$ cat src/rtl/memory_sequencer.sv
// Pattern-memory playback sequencer: walks first..last, one read per frame period.
// Optional MEMSEQ_PAUSE_EN adds pause_i, which freezes the frame timer in HOLD.
module memory_sequencer #(
  parameter int ADDR_W     = 8,
  parameter int DATA_W     = 16,
  parameter int RD_LATENCY = 2,
  parameter int TICK_DIV   = 5_000_000
) (
  input  logic              clk,
  input  logic              rst_n,
  input  logic              start_i,
  input  logic              stop_i,
  input  logic              loop_i,
`ifdef MEMSEQ_PAUSE_EN
  input  logic              pause_i,
`endif
  input  logic [ADDR_W-1:0] first_addr_i,
  input  logic [ADDR_W-1:0] last_addr_i,
  output logic [ADDR_W-1:0] mem_addr_o,
  output logic              mem_rden_o,
  input  logic [DATA_W-1:0] mem_q_i,
  output logic [DATA_W-1:0] pattern_o,
  output logic              pattern_valid_o,
  output logic              busy_o,
  output logic              done_o
);

  localparam int TW = (TICK_DIV > 1) ? $clog2(TICK_DIV) : 1;
  localparam logic [TW-1:0] LAST_TICK = TW'(TICK_DIV - 1);
  localparam logic [TW-1:0] RD_TICK   = TW'(RD_LATENCY);

  typedef enum logic [1:0] {IDLE, FETCH, WAIT, HOLD} state_e;

  state_e              state_q, state_d;
  logic [TW-1:0]       tick_q, tick_d;
  logic [ADDR_W-1:0]   addr_q, addr_d, first_q, first_d, last_q, last_d;
  logic [DATA_W-1:0]   pattern_q, pattern_d;
  logic                rden_q, rden_d, pvld_q, pvld_d, done_q, done_d;
  logic                paused;

`ifdef MEMSEQ_PAUSE_EN
  assign paused = pause_i;
`else
  assign paused = 1'b0;
`endif

  // tick_q counts cycles since the last FETCH, so one frame is FETCH..LAST_TICK.
  always_comb begin
    state_d   = state_q;
    tick_d    = tick_q;
    addr_d    = addr_q;
    first_d   = first_q;
    last_d    = last_q;
    pattern_d = pattern_q;
    rden_d    = 1'b0;
    pvld_d    = 1'b0;
    done_d    = 1'b0;
    case (state_q)
      IDLE: if (start_i && !stop_i) begin
        first_d = first_addr_i;
        last_d  = last_addr_i;
        addr_d  = first_addr_i;
        rden_d  = 1'b1;
        state_d = FETCH;
      end
      FETCH: begin
        tick_d  = TW'(1);
        state_d = WAIT;
      end
      WAIT: begin
        tick_d = tick_q + TW'(1);
        if (tick_q == RD_TICK) begin
          pattern_d = mem_q_i;
          pvld_d    = 1'b1;
          state_d   = HOLD;
        end
      end
      HOLD: if (!paused) begin
        tick_d = tick_q + TW'(1);
        if (tick_q == LAST_TICK) begin
          if (addr_q != last_q) begin
            addr_d  = addr_q + ADDR_W'(1);
            rden_d  = 1'b1;
            state_d = FETCH;
          end else if (loop_i) begin
            addr_d  = first_q;
            rden_d  = 1'b1;
            state_d = FETCH;
          end else begin
            done_d  = 1'b1;
            state_d = IDLE;
          end
        end
      end
      default: state_d = IDLE;
    endcase
    // Abort discards any in-flight read and leaves the displayed frame alone.
    if (stop_i && state_q != IDLE) begin
      state_d   = IDLE;
      addr_d    = addr_q;
      pattern_d = pattern_q;
      rden_d    = 1'b0;
      pvld_d    = 1'b0;
      done_d    = 1'b0;
    end
  end

  always_ff @(posedge clk or negedge rst_n) begin
    if (!rst_n) begin
      state_q   <= IDLE;
      tick_q    <= '0;
      addr_q    <= '0;
      first_q   <= '0;
      last_q    <= '0;
      pattern_q <= '0;
      rden_q    <= 1'b0;
      pvld_q    <= 1'b0;
      done_q    <= 1'b0;
    end else begin
      state_q   <= state_d;
      tick_q    <= tick_d;
      addr_q    <= addr_d;
      first_q   <= first_d;
      last_q    <= last_d;
      pattern_q <= pattern_d;
      rden_q    <= rden_d;
      pvld_q    <= pvld_d;
      done_q    <= done_d;
    end
  end

  assign mem_addr_o      = addr_q;
  assign mem_rden_o      = rden_q;
  assign pattern_o       = pattern_q;
  assign pattern_valid_o = pvld_q;
  assign done_o          = done_q;
  assign busy_o          = (state_q != IDLE);

endmodule
$ cat config.mk
export PLATFORM = sky130hd
export DESIGN_NAME = memory_sequencer
export DESIGN_NICKNAME = d
export VERILOG_FILES = /design/src/rtl/memory_sequencer.sv
export SDC_FILE = /design/constraint.sdc
export NUM_CORES = 1
export LEC_CHECK = 0
export CORE_MARGIN = 5
export CORE_UTILIZATION = 45
export DETAILED_ROUTE_END_ITERATION = 8
export GPL_TIMING_DRIVEN = 0
export PLACE_DENSITY = 0.77
export SYNTH_ARGS = -nofsm -noshare
export SYNTH_HDL_FRONTEND = slang
export SYNTH_SLANG_ARGS = --single-unit
$ cat constraint.sdc
create_clock -name clk -period 2.75 [get_ports clk]
set_clock_uncertainty 0.2 [all_clocks]
set_input_delay 0.6875 -clock clk [delete_from_list [all_inputs] [get_ports clk]]
set_output_delay 0.6875 -clock clk [all_outputs]
set_load 0.02 [all_outputs]
==> metrics.md, run 1 <==
| Metric | Value |
|---|---|
| Status | `finished clean` |
| R2R cell count | `5` |
| Async SR Flop Fraction | `100%` |
| Worst setup SP type | `flop` |
| Die height | `97.6 µm` |
| Total Wirelength | `7.76 mm` |
| CP delay by family, top | `simple AND/OR/NAND/NOR gates` |
| Gr usage total | `16.6%` |
| Sink Count | `68` |
| Diodes inserted | `0` |
| Vias | `2700` |
| CP peak stage delay | `0.48 ns` |
| Yosys reg bits | `68` |
| Root Driver | `clkbuf_8` |
| WP buf/inv | `0` |
| Syn_nets | `357` |
| Most common cell after layout, fill and taps aside | `dfrtp_1` |
| Gate Count Post-Synth | `314` |
| Max VDD drop | `0.570 mV` |
| Area grow syn2layout | `27.4%` |
| Worst-Margin Slew | `0.848 ns` |
| Setup CP Type | `flop to flop` |
| Arr. time, crit path | `2.59 ns` |
| HP Class | `primary input to async pin` |
| Clock buffer depth | `2` |
| Critical path's slowest cell | `nor4_4` |
| Sequential area share after synthesis | `49.3%` |
| Synth cell types | `46` |
| Pwr Density | `897 nW/µm²` |
| Cell Area, Placed | `4210 µm²` |
| Final ANT Viol Nets | `0` |
| Worst-Skew Late Latency | `0.35 ns` |
| Vias in the first global route | `2769` |
| Nets | `431` |
| RSZ-0062 raised after global routing | `no` |
| Layout Cell Area excl Fill | `4400 µm²` |
| Avg WL per Cell | `15.7 µm` |
| Yosys warns | `0` |
| Core footprint | `7610 µm²` |
| Post-synth design cell area | `3450 µm²` |
| 1st-iter DRT viols | `171` |
| CTS tree | `built` |
| Dpl ws | `-0.00618 ns` |
| Syn_area_per_cell | `11.0 µm²` |
| Non-filler cells, final | `495` |
| Hpwl dp | `5.54 mm` |
| Main area contributors after synthesis | `dfrtp_1, mux2_2, xnor2_1` |
| Setup_tns | `0 ns` |
| Worst slew margin | `43.5%` |
| Worst-path clk slew | `0.08 ns` |
| Final hold viol count | `0` |
| Leading cell types in the layout, fill and taps excluded | `dfrtp_1, clkdlybuf4s50_1, mux2_2, nor2_1, xnor2_1` |
| GPL Wtd Cong | `0.837` |
| Pins Over Slew Limit | `0` |
| IO buf count | `63` |
| Element type at the critical path end | `flop` |
| I/O pin count | `65` |
| Largest net degree at the start of global routing | `69` |
| Layout cells sized above 1 | `16.0%` |
| EDFF count, synth | `0` |
| Fin crit share | `92.8%` |
| Overflow after GRT | `0` |
| Min Clock Period, post-route | `2.55 ns` |
| Maxcap violations | `0` |
| DIE AREA | `9520 µm²` |
| Crit path cell chain | `nor4_1 -> nand3_1 -> nor4_4 -> a31o_2 -> mux2_2` |
| Num CTS Buffers | `9` |
| Initial Util | `45.4%` |
| First-pass GRT wire length | `13.0 mm` |
| Final setup margin | `0.197 ns` |
| H-Tree Depth | `3` |
| Row cnt | `32` |
| Mean number of vias per cell | `5.45` |
| Drc violations | `0` |
| Max Fclk | `0.392 GHz` |
| Setup violators final | `0` |
| Initial antenna violation count | `0` |
| Die X-Extent | `97.6 µm` |
| Leak pwr | `1.84 nW` |
| Flop-to-flop setup slack | `0.20 ns` |
| Synth top area share | `49.3%` |
| DRT Pass-1 Iters | `5` |
| Placed cell count | `479` |
| WP depth | `5` |
| Max FO, Critical Path | `10` |
| Yosys top cell by area | `dfrtp_1` |
| Ys flop type | `dfrtp_1` |
| CP Data Required Time | `2.79 ns` |
## final cells by class
class                           count  area (µm²)
Multi-Input combinational cell    229        1700
Clock buffer                       10         128
Sequential cell                    68        1700
Fill cell                         666        3210
Tap cell                          102         128
Buffer                             10        41.3
Inverter                            7        26.3
Clock inverter                      6        41.3
Timing Repair Buffer               63         631
## report_power, final
part	switching, mW	total (mW)	internal (mW)
clock	0.397	0.722	0.325
combinational	0.824	1.65	0.830
sequential	0.272	1.57	1.30
total	1.49	3.94	2.45
## cells in the mapped netlist (2+ instances only)
master / number
nor2_1: 28
a31o_2: 2
o21ai_0: 4
mux2_2: 35
mux2i_1: 2
and3_1: 9
xor2_1: 11
xnor2_1: 23
o31ai_1: 2
nor2b_1: 3
nor3b_1: 4
and4_1: 5
nand2_1: 19
nor4_1: 5
ha_1: 6
dfrtp_1: 68
o211ai_1: 3
and2_1: 4
nand3_1: 15
a311oi_1: 3
o311ai_0: 2
o21a_1: 2
nand4b_1: 2
a31oi_1: 2
inv_1: 7
nand4_1: 8
nor3_1: 7
a21oi_1: 7
clkbuf_1: 9
## flip-flops by register name, indices dropped and copies added, names as in the netlist
signal / cells
done_o: 1
first_q: 8
last_q: 8
mem_addr_o: 8
mem_rden_o: 1
pattern_o: 16
pattern_valid_o: 1
state_q: 2
tick_q: 23
## routing by layer
layer / wire length (µm) / up-vias / GRT usage (%)
met4: 145 / 0 / 6.07
met1: 3460 / 1310 / 22.0
met2: 3600 / 90 / 25.1
li1: - / 1285 / -
met3: 556 / 15 / 6.03
met5: 0 / - / 0
## metrics by stage
| step | power [mW] | hold slack, ns | utilization, % |
|---|---|---|---|
| 6_report | 3.94 | 0.241 | 57.8 |
| 3_5_place_dp | 3.23 | 0.282 | 55.3 |
| 5_1_grt | 4.20 | 0.297 | 57.8 |
| 4_1_cts | 3.96 | 0.271 | 57.5 |
| 2_1_floorplan | 2.60 | 0.192 | - |
| 3_3_place_gp | 3.19 | 0.266 | 55.3 |
## logic make-up (layout without fill, tap and decap cells)
kind of cell | after synthesis | in the layout | synth area share [%]
muxes | 37 | 37 | 12.0
buffers and inverters | 17 | 96 | 1.96
xor gates and xnor gates | 34 | 34 | 8.63
DFF | 68 | 68 | 49.3
AOI/OAI and AO/OA | 33 | 33 | 6.82
adders and majority gates | 6 | 6 | 2.18
and+or+nand+nor | 119 | 119 | 19.1
## path summary, 6_finish.rpt
path                                         from                        end
setup / recovery           tick_q[17]$_DFFE_PN0N_  mem_addr_o[3]$_DFFE_PN0P_
hold / removal                              rst_n   pattern_o[3]$_DFFE_PN0P_
setup reg to reg           tick_q[17]$_DFFE_PN0N_  mem_addr_o[3]$_DFFE_PN0P_
hold reg to reg            first_q[5]$_DFFE_PN0P_     first_q[5]$_DFFE_PN0P_
max in group asynchronous                   rst_n      tick_q[7]$_DFFE_PN0N_
min in group clk           first_q[5]$_DFFE_PN0P_     first_q[5]$_DFFE_PN0P_
## what timing repair did
| action | 4_1_cts | 5_1_grt |
|---|---|---|
| setup endpoints to repair | 0 | 23 |
| hold buffers | 0 | 0 |
| gates resized for setup | 0 | 4 |
| buffers inserted | 0 | 0 |
Note: power is estimated with default switching activity, not from simulation.
==> run 2: changes to the inputs <==
--- a/config.mk
+++ b/config.mk
@@ -5,6 +5,7 @@
 export SDC_FILE = /design/constraint.sdc
 export NUM_CORES = 1
 export LEC_CHECK = 0
+export ABC_CLOCK_PERIOD_IN_PS = 2750
 export CORE_MARGIN = 5
 export CORE_UTILIZATION = 45
 export DETAILED_ROUTE_END_ITERATION = 8
==> constraint.sdc (replaced) <==
create_clock -name clk -period 2.75 [get_ports clk]
set_clock_uncertainty 0.2 [all_clocks]
set_input_delay 0.4125 -clock clk [delete_from_list [all_inputs] [get_ports clk]]
set_output_delay 0.4125 -clock clk [all_outputs]
set_load 0.02 [all_outputs]
==> run 2 against run 1 <==
Effect of this change:
- clock power about the same
- global-route usage about the same
- highest routed layer unchanged
- flip-flop and latch count unchanged
- hold slack better by 0.048 ns
==> metrics.md, run 2 (synthesis results as in run 1) <==
| Metric | Value |
|---|---|
| Max FO, Critical Path | `10 (unchanged)` |
| Hpwl dp | `5.54 mm (unchanged)` |
| Pins Over Slew Limit | `0 (unchanged)` |
| I/O pin count | `65 (unchanged)` |
| Largest register FFs | `23 (unchanged)` |
| 1st-iter DRT viols | `158 (-7.6%)` |
| RSZ-0062 raised after global routing | `no` |
| Vias | `2699 (-0.037%)` |
| Leak pwr | `1.83 nW (-0.37%)` |
| GPL Wtd Cong | `0.837 (unchanged)` |
| Gr usage total | `16.7% (+0.046 points)` |
| Worst slew margin | `43.2% (-0.22 points)` |
| Leading cell types in the layout, fill and taps excluded | `dfrtp_1, clkdlybuf4s50_1, mux2_2, nor2_1, xnor2_1` |
| Largest net degree at the start of global routing | `69 (unchanged)` |
| Avg WL per Cell | `15.6 µm (-0.57%)` |
| Sink Count | `68 (unchanged)` |
| CP Data Required Time | `2.79 ns (about the same)` |
| Critical path's slowest cell | `nor4_4` |
| Diodes inserted | `0 (unchanged)` |
| CTS tree | `built` |
| Layout cells sized above 1 | `16.0% (-0.041 points)` |
| IO buf count | `63 (unchanged)` |
| Sw power | `1.49 mW (-0.14%)` |
| Area grow syn2layout | `27.6%` |
| Overflow after GRT | `0 (unchanged)` |
| Layout Cell Area excl Fill | `4400 µm² (+0.17%)` |
| DRT Pass-1 Iters | `4 (-1)` |
| Cell Area, Placed | `4210 µm² (unchanged)` |
| Layout fillers | `665 (-0.15%)` |
| Nets | `432 (+0.23%)` |
| Maxcap violations | `0 (unchanged)` |
| Max Fclk | `0.392 GHz (about the same)` |
| Crit path cell chain | `nor4_1 -> nand3_1 -> nor4_4 -> a31o_2 -> mux2_2` |
| Max VDD drop | `0.569 mV (about the same)` |
| Seq pwr share | `39.7% (about the same)` |
| Int Pwr | `2.45 mW (+0.10%)` |
| Row cnt | `32 (unchanged)` |
| Total Wirelength | `7.73 mm (-0.37%)` |
| Setup CP Type | `flop to flop` |
| Worst-path clk slew | `0.08 ns (about the same)` |
| Root Driver | `clkbuf_8` |
| Die height | `97.6 µm (unchanged)` |
| Arr. time, crit path | `2.59 ns (about the same)` |
| Most common cell after layout, fill and taps aside | `dfrtp_1` |
| Flop-to-flop setup slack | `0.20 ns (about the same)` |
| Switching share of total power | `37.8% (-0.057 points)` |
| Final hold viol count | `0 (unchanged)` |
| Worst setup SP type | `flop` |
| Die X-Extent | `97.6 µm (unchanged)` |
| Worst-Skew Late Latency | `0.35 ns (about the same)` |
| CP peak stage delay | `0.48 ns (about the same)` |
| Worst-Margin Slew | `0.851 ns (+0.00324 ns)` |
| Clock buffer depth | `2 (unchanged)` |
| Hold_ws | `0.289 ns (+0.0479 ns)` |
| Drc violations | `0 (unchanged)` |
| Core footprint | `7610 µm² (unchanged)` |
| Post-CTS setup buffer count | `0 (unchanged)` |
| Element type at the critical path end | `flop` |
| Min Clock Period, post-route | `2.55 ns (-0.000284 ns)` |
| Clk pwr share | `18.3% (about the same)` |
| Fin crit share | `92.8% (about the same)` |
| H-Tree Depth | `3 (unchanged)` |
| Reg area | `1700 µm² (unchanged)` |
| Combinational share of power | `42.0% (about the same)` |
| Register with the most flip-flops | `tick_q` |
| Num CTS Buffers | `9 (unchanged)` |
| Initial Util | `45.4% (unchanged)` |
| Setup violators final | `0 (unchanged)` |
| Mean number of vias per cell | `5.44 (-0.24%)` |
| Pwr Density | `896 nW/µm² (-0.16%)` |
| Status | `finished clean` |
| Final ANT Viol Nets | `0 (unchanged)` |
| First-pass GRT wire length | `13.0 mm (+0.27%)` |
| Multi-input gate area | `1700 µm² (unchanged)` |
| HP Class | `flop to flop` |
| Vias in the first global route | `2779 (+0.36%)` |
| Initial antenna violation count | `0 (unchanged)` |
| DIE AREA | `9520 µm² (unchanged)` |
## run 2: changes by cell type in the layout (fill, tap and decap cells not counted)
| cell | delta |
|---|---|
| clkdlybuf4s50_1 | +1 |
| dlygate4sd3_1 | +1 |
| dlymetal6s2s_1 | -1 |
## run 2: layout make-up
type,count,area share (%)
timing repair buffer,64,14.5
clock inverter,6,0.938
buffer,10,0.938
inverter,7,0.597
sequential,68,38.6
multi-input combinational,229,38.6
clock buffer,10,2.90
tap,102,2.90
## run 2: routing by layer
layer  vias to the layer above  track usage, %  wire length, µm
met4                         0            6.07              173
li1                       1284               -                -
met1                      1294            22.0             3440
met5                         -               0                0
met2                       102            25.3             3560
met3                        19            6.03              565
## run 2: what timing repair did
action	CTS	global route
gates resized for setup	0	3
hold buffers	1	0
setup endpoints to repair	0	22
endpoints found under the hold margin	6	0
## run 2: through the flow
stage / utilization, % / instances / TNS [ns] / power, mW / setup slack [ns]
6_report: 57.9 / 496 / 0 / 3.94 / 0.197
3_5_place_dp: 55.3 / 479 / 0 / 3.23 / 0.0845
4_1_cts: 57.6 / 496 / 0 / 3.96 / 0.0757
5_1_grt: 57.9 / 496 / 0 / 4.20 / 0.00689
2_1_floorplan: - / 314 / 0 / 2.60 / 0.489
3_3_place_gp: 55.3 / 479 / -81.86 / 3.19 / -1.21
## run 2: worst paths after layout
path                                   startpoint                        end  cells after the start
setup / recovery           tick_q[17]$_DFFE_PN0N_  mem_addr_o[3]$_DFFE_PN0P_                      5
hold / removal             first_q[5]$_DFFE_PN0P_     first_q[5]$_DFFE_PN0P_                      2
setup reg to reg           tick_q[17]$_DFFE_PN0N_  mem_addr_o[3]$_DFFE_PN0P_                      5
hold reg to reg            first_q[5]$_DFFE_PN0P_     first_q[5]$_DFFE_PN0P_                      2
max in group asynchronous                   rst_n      tick_q[7]$_DFFE_PN0N_                      2
min in group asynchronous                   rst_n   pattern_o[3]$_DFFE_PN0P_                      2
## run 2: critical path, delay by kind of cell, from the launching register on
family	cells	cell delay, ns
AO/OA/AOI/OAI	1	0.33
flip-flops	1	0.42
multiplexers	1	0.36
AND/OR/NAND/NOR	3	1.13
## run 2: power by group through the flow
stage	Combinational [mW]	Sequential [mW]	Clock (mW)
floorplan	0.898	1.70	0
global placement	1.62	1.57	0
detailed placement	1.65	1.58	0
CTS	1.66	1.56	0.735
global route	1.79	1.62	0.789
finish	1.66	1.57	0.721
==> run 3: changes to the inputs <==
--- a/config.mk
+++ b/config.mk
@@ -11,6 +11,7 @@
 export DETAILED_ROUTE_END_ITERATION = 8
 export GPL_TIMING_DRIVEN = 0
 export PLACE_DENSITY = 0.77
+export RECOVER_POWER = 50
 export SYNTH_ARGS = -nofsm -noshare
 export SYNTH_HDL_FRONTEND = slang
 export SYNTH_SLANG_ARGS = --single-unit
==> run 3 against run 2 <==
Effect of this change:
- flip-flop and latch count unchanged
- global-route usage unchanged
- first-iteration DRC count rose by 6.3%
- critical path depth stayed put
- hold slack hardly changed
- worst setup slack worse by 0.012 ns
- the run now ends with capacitance limit, slew limit left
- fmax down 0.48%
- power down 0.57%
- routed wire length rose by 0.22%
- critical endpoint unchanged
- utilization barely moved
==> metrics.md, run 3 (synthesis results as in run 1) <==
| Metric | Value |
|---|---|
| Setup CP Type | `flop to flop` |
| CP delay by family, top | `simple AND/OR/NAND/NOR gates` |
| Max VDD drop | `0.569 mV (about the same)` |
| Final hold viol count | `0 (unchanged)` |
| I/O pin count | `65 (unchanged)` |
| Clock buffer depth | `2 (unchanged)` |
| First-pass GRT wire length | `13.0 mm (unchanged)` |
| CP peak stage delay | `0.48 ns (about the same)` |
| Max FO, Critical Path | `10 (unchanged)` |
| Row cnt | `32 (unchanged)` |
| Root Driver | `clkbuf_8` |
| Non-filler cells, final | `496 (unchanged)` |
| Worst-Skew Late Latency | `0.35 ns (about the same)` |
| H-Tree Depth | `3 (unchanged)` |
| Avg WL per Cell | `15.6 µm (+0.22%)` |
| CP Data Required Time | `2.79 ns (about the same)` |
| Element type at the critical path end | `flop` |
| Critical path's slowest cell | `nor4_4` |
| Most common cell after layout, fill and taps aside | `dfrtp_1` |
| Pins Over Slew Limit | `69 (+69)` |
| Layout Cell Area excl Fill | `4400 µm² (about the same)` |
| Largest net degree at the start of global routing | `69 (unchanged)` |
| Setup violators final | `0 (unchanged)` |
| CTS tree | `built` |
| DRT Pass-1 Iters | `6 (+2)` |
| Total power | `3.92 mW (-0.57%)` |
| Reg area | `1700 µm² (unchanged)` |
| Maxcap violations | `1 (+1)` |
| Die height | `97.6 µm (unchanged)` |
| Final ANT Viol Nets | `0 (unchanged)` |
| Failing checks | `capacitance limit, slew limit` |
| Pwr Density | `891 nW/µm² (-0.52%)` |
| Crit path cell chain | `nor4_1 -> nand3_1 -> nor4_4 -> a31o_2 -> mux2_2` |
| Die X-Extent | `97.6 µm (unchanged)` |
| Vias in the first global route | `2779 (unchanged)` |
| Num CTS Buffers | `9 (unchanged)` |
| Mean number of vias per cell | `5.45 (+0.11%)` |
| Multi-input gate area | `1700 µm² (unchanged)` |
| Hpwl dp | `5.54 mm (unchanged)` |
| Leak pwr | `1.87 nW (+1.9%)` |
| DIE AREA | `9520 µm² (unchanged)` |
| Diodes inserted | `0 (unchanged)` |
| Largest register FFs | `23 (unchanged)` |
| Core Util, Final | `57.8% (about the same)` |
| Worst setup SP type | `flop` |
| Sink Count | `68 (unchanged)` |
| Register with the most flip-flops | `tick_q` |
| Vias | `2702 (+0.11%)` |
| WP buf/inv | `0 (unchanged)` |
| HP Class | `flop to flop` |
| GPL Wtd Cong | `0.837 (unchanged)` |
| IO buf count | `63 (unchanged)` |
| Placed cell count | `479 (unchanged)` |
| Initial Util | `45.4% (unchanged)` |
| Drc violations | `0 (unchanged)` |
| Total Wirelength | `7.75 mm (+0.22%)` |
| Cell Area, Placed | `4210 µm² (unchanged)` |
| Area grow syn2layout | `27.5% (about the same)` |
| Initial antenna violation count | `0 (unchanged)` |
| Worst-Margin Slew | `1.67 ns (+0.817 ns)` |
| Arr. time, crit path | `2.60 ns (about the same)` |
| Nets | `432 (unchanged)` |
| 1st-iter DRT viols | `168 (+6.3%)` |
| Worst slew margin | `-11.3% (-54 points)` |
| Layout cells sized above 1 | `16.0% (unchanged)` |
| Min Clock Period, post-route | `2.56 ns (+0.0123 ns)` |
| Core footprint | `7610 µm² (unchanged)` |
| Status | `finished, violations left` |
| Max Fclk | `0.390 GHz (-0.48%)` |
| RSZ-0062 raised after global routing | `no` |
| Worst-path clk slew | `0.08 ns (about the same)` |
| Gr usage total | `16.7% (unchanged)` |
| Fin crit share | `93.3% (+0.45 points)` |
| Layout fillers | `666 (+0.15%)` |
| Overflow after GRT | `0 (unchanged)` |
| Hold_ws | `0.289 ns (+0.00000400 ns)` |
| Leading cell types in the layout, fill and taps excluded | `dfrtp_1, clkdlybuf4s50_1, mux2_2, nor2_1, xnor2_1` |
[run 3: changes by cell type in the layout (fill, tap and decap cells not counted)]
cell and change:
buf_4 -1, dlygate4sd3_1 +13, clkdlybuf4s50_1 -13, clkbuf_2 +1
[run 3: final cells by class]
| class | count | share of cell area [%] |
|---|---|---|
| Clock buffer | 10 | 2.90 |
| Tap cell | 102 | 2.90 |
| Timing Repair Buffer | 64 | 14.4 |
| Buffer | 10 | 0.938 |
| Multi-Input combinational cell | 229 | 38.6 |
| Inverter | 7 | 0.597 |
| Sequential cell | 68 | 38.7 |
| Clock inverter | 6 | 0.938 |
[run 3: per-layer routing]
| metal | wire length (µm) | global-route usage, % | vias up |
|---|---|---|---|
| li1 | - | - | 1287 |
| met1 | 3460 | 22.0 | 1303 |
| met2 | 3590 | 25.3 | 97 |
| met3 | 548 | 6.03 | 15 |
| met4 | 155 | 6.07 | 0 |
| met5 | 0 | 0 | - |
[run 3: worst paths after layout]
kind                                   startpoint                        end  slack (ns)  cells past startpoint
min in group asynchronous                   rst_n   pattern_o[3]$_DFFE_PN0P_        0.83                      2
max in group asynchronous                   rst_n      tick_q[7]$_DFFE_PN0N_        0.53                      2
min                        first_q[5]$_DFFE_PN0P_     first_q[5]$_DFFE_PN0P_        0.29                      2
max reg2reg                tick_q[17]$_DFFE_PN0N_  mem_addr_o[3]$_DFFE_PN0P_        0.19                      5
max                        tick_q[17]$_DFFE_PN0N_  mem_addr_o[3]$_DFFE_PN0P_        0.19                      5
min reg2reg                first_q[5]$_DFFE_PN0P_     first_q[5]$_DFFE_PN0P_        0.29                      2
[run 3: worst reg2reg max path, cell delays in order (launching register included)]
cell     delay, ns
dfrtp_1       0.42
nor4_1        0.36
nand3_1       0.30
nor4_4        0.48
a31o_2        0.33
mux2_2        0.36
[run 3: report_power, final]
group | internal [mW] | leakage (nW) | switching [mW]
logic | 0.812 | 0.909 | 0.824
clock network | 0.325 | 0.0783 | 0.397
registers | 1.30 | 0.881 | 0.268
total | 2.43 | 1.87 | 1.49
[run 3: through the flow]
step / setup WS, ns / TNS, ns
2_1_floorplan: 0.489 / 0
3_3_place_gp: -1.21 / -81.86
3_5_place_dp: 0.0845 / 0
4_1_cts: 0.0757 / 0
5_1_grt: 0.00689 / 0
6_report: 0.185 / 0
[run 3: what timing repair did]
item                       in CTS  in global routing
hold endpoints to repair        6                  0
hold buffers                    1                  0
buffers inserted                0                  0
resized for setup               0                  3
setup endpoints to repair       0                 22
